[src/rtl/serial_add_pkg.sv]
// Shared encodings and defaults for the bit-serial adder controller.
package serial_add_pkg;

    localparam int SA_WIDTH = 8;

    typedef enum logic [1:0] {
        ST_IDLE  = 2'd0,
        ST_SHIFT = 2'd1,
        ST_DONE  = 2'd2
    } sa_state_e;

endpackage

[src/rtl/full_adder.sv]
// One-bit full adder cell; the only arithmetic in the serial adder.
module full_adder (
    input  logic a,
    input  logic b,
    input  logic C_in,
    output logic Sum,
    output logic C_out
);

    assign Sum   = a ^ b ^ C_in;
    assign C_out = (a & b) | (C_in & (a ^ b));

endmodule

[src/rtl/serial_add_ctrl.sv]
// Bit-serial adder: one full_adder cell reused over WIDTH cycles, LSB first,
// with a carry flip-flop between bits and a start/done handshake.
module serial_add_ctrl
    import serial_add_pkg::*;
#(
    parameter int WIDTH = SA_WIDTH
) (
    input  logic             clk,
    input  logic             rst_n,
    input  logic             start,
    input  logic [WIDTH-1:0] a_in,
    input  logic [WIDTH-1:0] b_in,
    input  logic             C_in,
    output logic             busy,
    output logic             done,
    output logic [WIDTH-1:0] Sum,
    output logic             C_out
);

    localparam int            CW   = $clog2(WIDTH);
    localparam logic [CW-1:0] LAST = CW'(WIDTH - 1);

    sa_state_e        state_q, state_d;
    logic [WIDTH-1:0] a_sh_q, a_sh_d;
    logic [WIDTH-1:0] b_sh_q, b_sh_d;
    logic [WIDTH-2:0] s_sh_q, s_sh_d;
    logic             cy_q, cy_d;
    logic [CW-1:0]    cnt_q, cnt_d;
    logic [WIDTH-1:0] sum_q, sum_d;
    logic             c_out_q, c_out_d;

    logic             fa_s, fa_co;
    logic             accept;
    logic [WIDTH-1:0] sum_word;

    full_adder u_fa (
        .a     (a_sh_q[0]),
        .b     (b_sh_q[0]),
        .C_in  (cy_q),
        .Sum   (fa_s),
        .C_out (fa_co)
    );

    // A request is only taken when no add is in flight.
    assign accept   = start && (state_q == ST_IDLE || state_q == ST_DONE);
    // The partial sum is one bit short; the current cell output completes it.
    assign sum_word = {fa_s, s_sh_q};

    // NOTE: every combinational output gets a default first so no path infers a latch.
    always_comb begin
        state_d = ST_IDLE;
        case (state_q)
            ST_IDLE:  state_d = start ? ST_SHIFT : ST_IDLE;
            ST_SHIFT: state_d = (cnt_q == LAST) ? ST_DONE : ST_SHIFT;
            ST_DONE:  state_d = start ? ST_SHIFT : ST_IDLE;
            default:  state_d = ST_IDLE;
        endcase
    end

    always_comb begin
        a_sh_d  = a_sh_q;
        b_sh_d  = b_sh_q;
        s_sh_d  = s_sh_q;
        cy_d    = cy_q;
        cnt_d   = cnt_q;
        sum_d   = sum_q;
        c_out_d = c_out_q;
        if (state_q == ST_SHIFT) begin
            a_sh_d = a_sh_q >> 1;
            b_sh_d = b_sh_q >> 1;
            s_sh_d = sum_word[WIDTH-1:1];
            cy_d   = fa_co;
            if (cnt_q == LAST) begin
                cnt_d   = '0;
                sum_d   = sum_word;
                c_out_d = fa_co;
            end else begin
                cnt_d = cnt_q + 1'b1;
            end
        end else if (accept) begin
            a_sh_d = a_in;
            b_sh_d = b_in;
            s_sh_d = '0;
            cy_d   = C_in;
            cnt_d  = '0;
        end
    end

    always_comb begin
        busy = (state_q == ST_SHIFT);
        done = (state_q == ST_DONE);
    end

    // NOTE: sequential state uses non-blocking assignments so all flops update together.
    always_ff @(posedge clk) begin
        if (!rst_n) begin
            state_q <= ST_IDLE;
            a_sh_q  <= '0;
            b_sh_q  <= '0;
            s_sh_q  <= '0;
            cy_q    <= 1'b0;
            cnt_q   <= '0;
            sum_q   <= '0;
            c_out_q <= 1'b0;
        end else begin
            state_q <= state_d;
            a_sh_q  <= a_sh_d;
            b_sh_q  <= b_sh_d;
            s_sh_q  <= s_sh_d;
            cy_q    <= cy_d;
            cnt_q   <= cnt_d;
            sum_q   <= sum_d;
            c_out_q <= c_out_d;
        end
    end

    assign Sum   = sum_q;
    assign C_out = c_out_q;

endmodule
[config.mk]
export PLATFORM = sky130hd
export DESIGN_NAME = serial_add_ctrl
export DESIGN_NICKNAME = d
export VERILOG_FILES = /design/src/rtl/serial_add_pkg.sv /design/src/rtl/full_adder.sv /design/src/rtl/serial_add_ctrl.sv
export SDC_FILE = /design/constraint.sdc
export NUM_CORES = 1
export LEC_CHECK = 0
export ABC_AREA = 1
export CAP_MARGIN = 10
export CORE_ASPECT_RATIO = 1.75
export CORE_MARGIN = 2
export CORE_UTILIZATION = 25
export CTS_CLUSTER_DIAMETER = 30
export CTS_CLUSTER_SIZE = 12
export DETAILED_ROUTE_END_ITERATION = 16
export GPL_TIMING_DRIVEN = 0
export SETUP_SLACK_MARGIN = 0.05
export SLEW_MARGIN = 20
export SYNTH_ARGS = -nofsm -noshare
export SYNTH_HDL_FRONTEND = slang
export SYNTH_SLANG_ARGS = --single-unit
[constraint.sdc]
create_clock -name clk -period 2.6 [get_ports clk]
set_clock_uncertainty 0.2 [all_clocks]
set_input_delay 0.52 -clock clk [delete_from_list [all_inputs] [get_ports clk]]
set_output_delay 0.52 -clock clk [all_outputs]
set_load 0.02 [all_outputs]
After elaboration in Yosys (flattened, before gate mapping) --
Index checks and enable logic that the tools add are counted. Widths: inputs -> output; s select.
Storage, ports and cells: flip-flop bits (word level) 38, latch bits 0, bits in writable memories 0, memory bits (read-only) 0, input bits 20, output and inout bits 11, word-level logic and storage cells 41, memories 0
Operators by class: add/subtract/negate cells 1, multiply operators 0, div/mod/pow operators 0, magnitude comparators 0, equality and inequality tests 3, shift-type cells 0, multiplexer cells 14, bitwise logic cells 6, reductions and logical operators 7
Operator list (count):
- $mux 7 | 6
- $mux 3 | 3
- $pmux 2 s2 | 1
- $reduce_or 2->1 | 2
- $add 3x1->3 const B | 1
- $eq 3x3->1 const B | 1
- $mux 1 | 3
- $and 1x1->1 | 2
- $eq 2x1->1 const B | 1
- $eq 2x2->1 const B | 1
- $logic_not 2->1 | 1
- $mux 2 | 1
- $reduce_and 2->1 | 1
- $reduce_bool 2->1 | 1
- $xor 1x1->1 | 2
- $logic_and 1x1->1 | 1
- $logic_or 1x1->1 | 1
- $not 1->1 | 1
- $or 1x1->1 | 1

Longest topological paths before layout --
Gate-level depths: netlist of the first run.
depth after elaboration 5, gate-level depth with buffers 7

Cells and area by module --
A second synthesis of the first run with hierarchy kept.
Unflattened totals: cells, all modules 256, area, all modules 1762.9 sq um
Modules (own cells, without submodules):
- serial_add_ctrl | instances 1, cells each 255, area each 1742.9 sq um, seq. area each 760.7 sq um
- full_adder | instances 1, cells each 1, area each 20.0 sq um, seq. area each 0.0 sq um

Worst setup path before layout of the first run --
No wires, ideal clock.
kind reg-to-output, start register state_q[1], end output port done, arrival 0.904 ns, slack 0.976 ns, stages on the path, launching flop included 4, path through dfxtp_1 -> inv_2 -> buf_2 -> nor2_1
Between the ends: cells in the longest elaborated chain, start to end 1
RTL lines:
- start: declaration | line serial_add_ctrl.sv:23 | sa_state_e state_q, state_d;
- start signal: assignment | line serial_add_ctrl.sv:106 | state_q <= state_d;
- $eq 2x2->1 | line serial_add_ctrl.sv:91 | done = (state_q == ST_DONE);
- end: declaration | line serial_add_ctrl.sv:15 | output logic done,
No other way between the ends.

Final worst setup path of the first run --
Ends and elaborated chain as after synthesis.

==> impl_summary.log, run 1 <==
[metrics] result of the run: completed
[metrics] critical path startpoint category: flop
[metrics] classification of the worst setup path: flop to primary output
[metrics] proportion of synthesized chip area in sequential cells: 43.2%
[metrics] per-cell routed wire length: ~11 um
[metrics] fraction of synthesized cell area taken by the top area cell type: 43.2%
[metrics] overall die width: between 60 and 70 um
[metrics] per-instance average area after synthesis: approximately 7 um2
[metrics] achievable frequency: about 420 MHz
[metrics] Post-Syn Area: 1760 um2
[metrics] post-synthesis cell type with the largest combined area: dfxtp_1
[metrics] # setup viols final: 0
[metrics] wire length of the first global-routing pass: between 7000 and 8000 um
[metrics] Overall Global Routing Usage: about an eighth
[metrics] Inserted Diodes: 0
[metrics] HPWL Detailed: ~3100 um
[metrics] CTS tree: done
[metrics] antenna violations before repair: 0
[metrics] PortBufs: 29
[metrics] maximum buffer depth of the clock tree: 2
[metrics] remaining antenna violation count: 0
[metrics] vias in the first global route: between 1500 and 2000
[metrics] final-layout setup total negative slack: 0 ps
[metrics] remaining routing DRC violations: 0
[metrics] number of top-level pins: 31
[metrics] final slew viol count: 0
[metrics] CTS H-tree lvls: 2
[metrics] post-placement worst setup slack: about 360 ps
[metrics] Critical Path End Type: primary output
[metrics] die height: 115 um
[metrics] layout cell share with drive strength beyond 1: a little under a tenth
[metrics] Power Dens Cells: about 630 nW/um2
[metrics] via total after detailed routing: between 1500 and 2000
[metrics] Yosys cell types: 20
[metrics] count of placed standard cells including taps: between 300 and 400
[metrics] GPL Wtd Cong: between 0.8 and 0.9
[metrics] RSZ-0062 raised after global routing: no
[metrics] Nets: 315
[metrics] maximum fanout encountered on the critical timing path: 10
[metrics] effective utilization at floorplan: 25.7%
[metrics] highest ir drop seen on vdd: around 290 uV
[metrics] synth top area cells: dfxtp_1 (43%), nand2_1 (14%), nand3_1 (13%), inv_1 (4.7%), nor2_1 (4.3%)
[metrics] Detailed Route WL: 4310 um
[metrics] overflow left after global routing: 0
[metrics] maximum number of pins on one net before global-route repair: 13
[metrics] final count of hold timing violations: 0
[metrics] Max Cap Violations: 0
[metrics] cell at the root of the clock tree: clkbuf_16
[metrics] clock slew at reported path FFs: about 60 ps
[metrics] final period demand of the worst path: roughly 2400 ps
[metrics] fin crit share: approximately 90%
[metrics] synthesized netlist net count: ~280
[metrics] total CTS buffers: 5
[metrics] non-filler instance count after layout: ~380
[metrics] synthesized netlist cell count: approximately 260
[metrics] number of rows in the core area: 40
[metrics] flops & latches, synth: 38
[metrics] Die Footprint: around 7800 um2
[metrics] worst slew margin relative to its limit: between 60 and 70%
[metrics] router iterations before antenna repair: 4
[metrics] Worst Path Required: 1880 ps
[metrics] number of synthesis warnings: 0
[metrics] worst skew pair latency: approximately 280 ps
[metrics] critical path arrival: around 1700 ps
[metrics] CORE AREA: ~7000 um2
[metrics] area added between synthesis and finish: 31.2%
[metrics] final-layout fill cell count: around 750
[metrics] Static Leakage: 1.04 nW
[metrics] 1st-iter DRT viols: roughly 120
[metrics] setup slack of the critical path after layout: between 150 and 200 ps
[metrics] vias per std cell: 4.41
[metrics] hold buffer count at cts: 0
[metrics] worst-margin pin slew: approximately 470 ps
[metrics] worst min-delay path class: flop to flop
[metrics] Sink Count: 38
[metrics] overall power after layout: 1.46 mW
[metrics] utilization of the core after routing: about a third
## power by group
group          internal (mW)  switching (mW)
Sequential             0.615          0.0130
Clock                  0.379           0.235
Combinational         0.0949           0.126
## metrics by stage
stage / hold slack, ps / instance area (um2)
2_1_floorplan: 239 / 1760
3_3_place_gp: 252 / 2160
3_5_place_dp: 257 / 2160
4_1_cts: 267 / 2310
5_1_grt: 285 / 2310
6_report: 266 / 2310
## critical path, cell delays in order, from the launching register on
cell and delay, ps:
dfxtp_1 380, inv_2 100, buf_2 200, nor2_1 120
clkdlybuf4s50_1 610
## routing by layer
| layer | global-route usage (%) | share of wire, % | vias up |
|---|---|---|---|
| li1 | - | - | 875 |
| met2 | 21.9 | 51 | 36 |
| met3 | 3.03 | 4.9 | 7 |
| met5 | 0 | 0 | - |
| met1 | 13.2 | 42 | 745 |
| met4 | 4.76 | 2.0 | 0 |
## cell usage after synthesis
| cell | count |
|---|---|
| nand2_1 | 66 |
| nand3_1 | 46 |
| dfxtp_1 | 38 |
| inv_1 | 22 |
| nor2_1 | 20 |
| nor3_1 | 14 |
| a21oi_1 | 12 |
| clkinv_1 | 10 |
| buf_2 | 9 |
| buf_4 | 4 |
| inv_2 | 3 |
| nand3b_1 | 3 |
| ha_1 | 2 |
| buf_6 | 1 |
| clkbuf_1 | 1 |
| fa_1 | 1 |
| nand2_2 | 1 |
| nor2_4 | 1 |
| o21a_1 | 1 |
| o21ai_1 | 1 |
## cell families (layout without fill, tap and decap cells)
family	count (synthesis)	after routing	share of synthesized area, %
AND/OR/NAND/NOR	151	151	37.6
buffers and inverters	50	87	12.6
flip-flops	38	38	43.2
AO/OA/AOI/OAI	14	14	4.12
adder cells (fa/ha/maj)	3	3	2.55
## repair_timing
item,4_1_cts,5_1_grt
buffers inserted,0,0
endpoints found under the setup margin,0,1
gates resized for setup,0,1
## worst paths after layout
kind | from | to | slack [ps] | cells past startpoint
max | state_q[1]$_SDFF_PN0_ | done | 200 | 4
min reg2reg | a_sh_q[7]$_SDFFE_PP0P_ | a_sh_q[7]$_SDFFE_PP0P_ | 270 | 2
max reg2reg | cnt_q[0]$_SDFFE_PN0P_ | Sum[0]$_SDFFE_PN0P_ | 1070 | 5
min | a_sh_q[7]$_SDFFE_PP0P_ | a_sh_q[7]$_SDFFE_PP0P_ | 270 | 2
## sequential cells by signal (all words and copies together), names as in the netlist
name / cells
Sum: 8
a_sh_q: 8
b_sh_q: 8
s_sh_q: 7
cnt_q: 3
state_q: 2
C_out: 1
cy_q: 1
## cell usage in the layout (no fill, tap or decap), types with 2 or more instances in the layout
master            n
clkdlybuf4s50_1  28
nor3_1           14
nor2_1           20
nand3b_1          3
ha_1              2
buf_4             4
nand3_1          46
buf_2             9
clkbuf_16         5
dfxtp_1          38
inv_1            22
clkinv_1         10
a21oi_1          12
inv_2             3
nand2_1          66
## area by class of cell
| cell class | count | area [um2] | area share [%] |
|---|---|---|---|
| Buffer | 15 | 90.1 | 3.90 |
| Clock buffer | 6 | 139 | 6.01 |
| Clock inverter | 2 | 12.5 | 0.541 |
| Inverter | 35 | 131 | 5.68 |
| Multi-Input combinational cell | 168 | 781 | 33.8 |
| Sequential cell | 38 | 761 | 32.9 |
| Tap cell | 84 | 105 | 4.55 |
| Timing Repair Buffer | 29 | 293 | 12.7 |
(Power assumes the default switching activity.)
==> run 2: changes to the inputs <==
--- a/config.mk
+++ b/config.mk
@@ -10,7 +10,6 @@
 export CORE_ASPECT_RATIO = 1.75
 export CORE_MARGIN = 2
 export CORE_UTILIZATION = 25
-export CTS_CLUSTER_DIAMETER = 30
 export CTS_CLUSTER_SIZE = 12
 export DETAILED_ROUTE_END_ITERATION = 16
 export GPL_TIMING_DRIVEN = 0
==> results of run 2 <==
The final DEF is identical to that of run 1; final timing and power are the same.
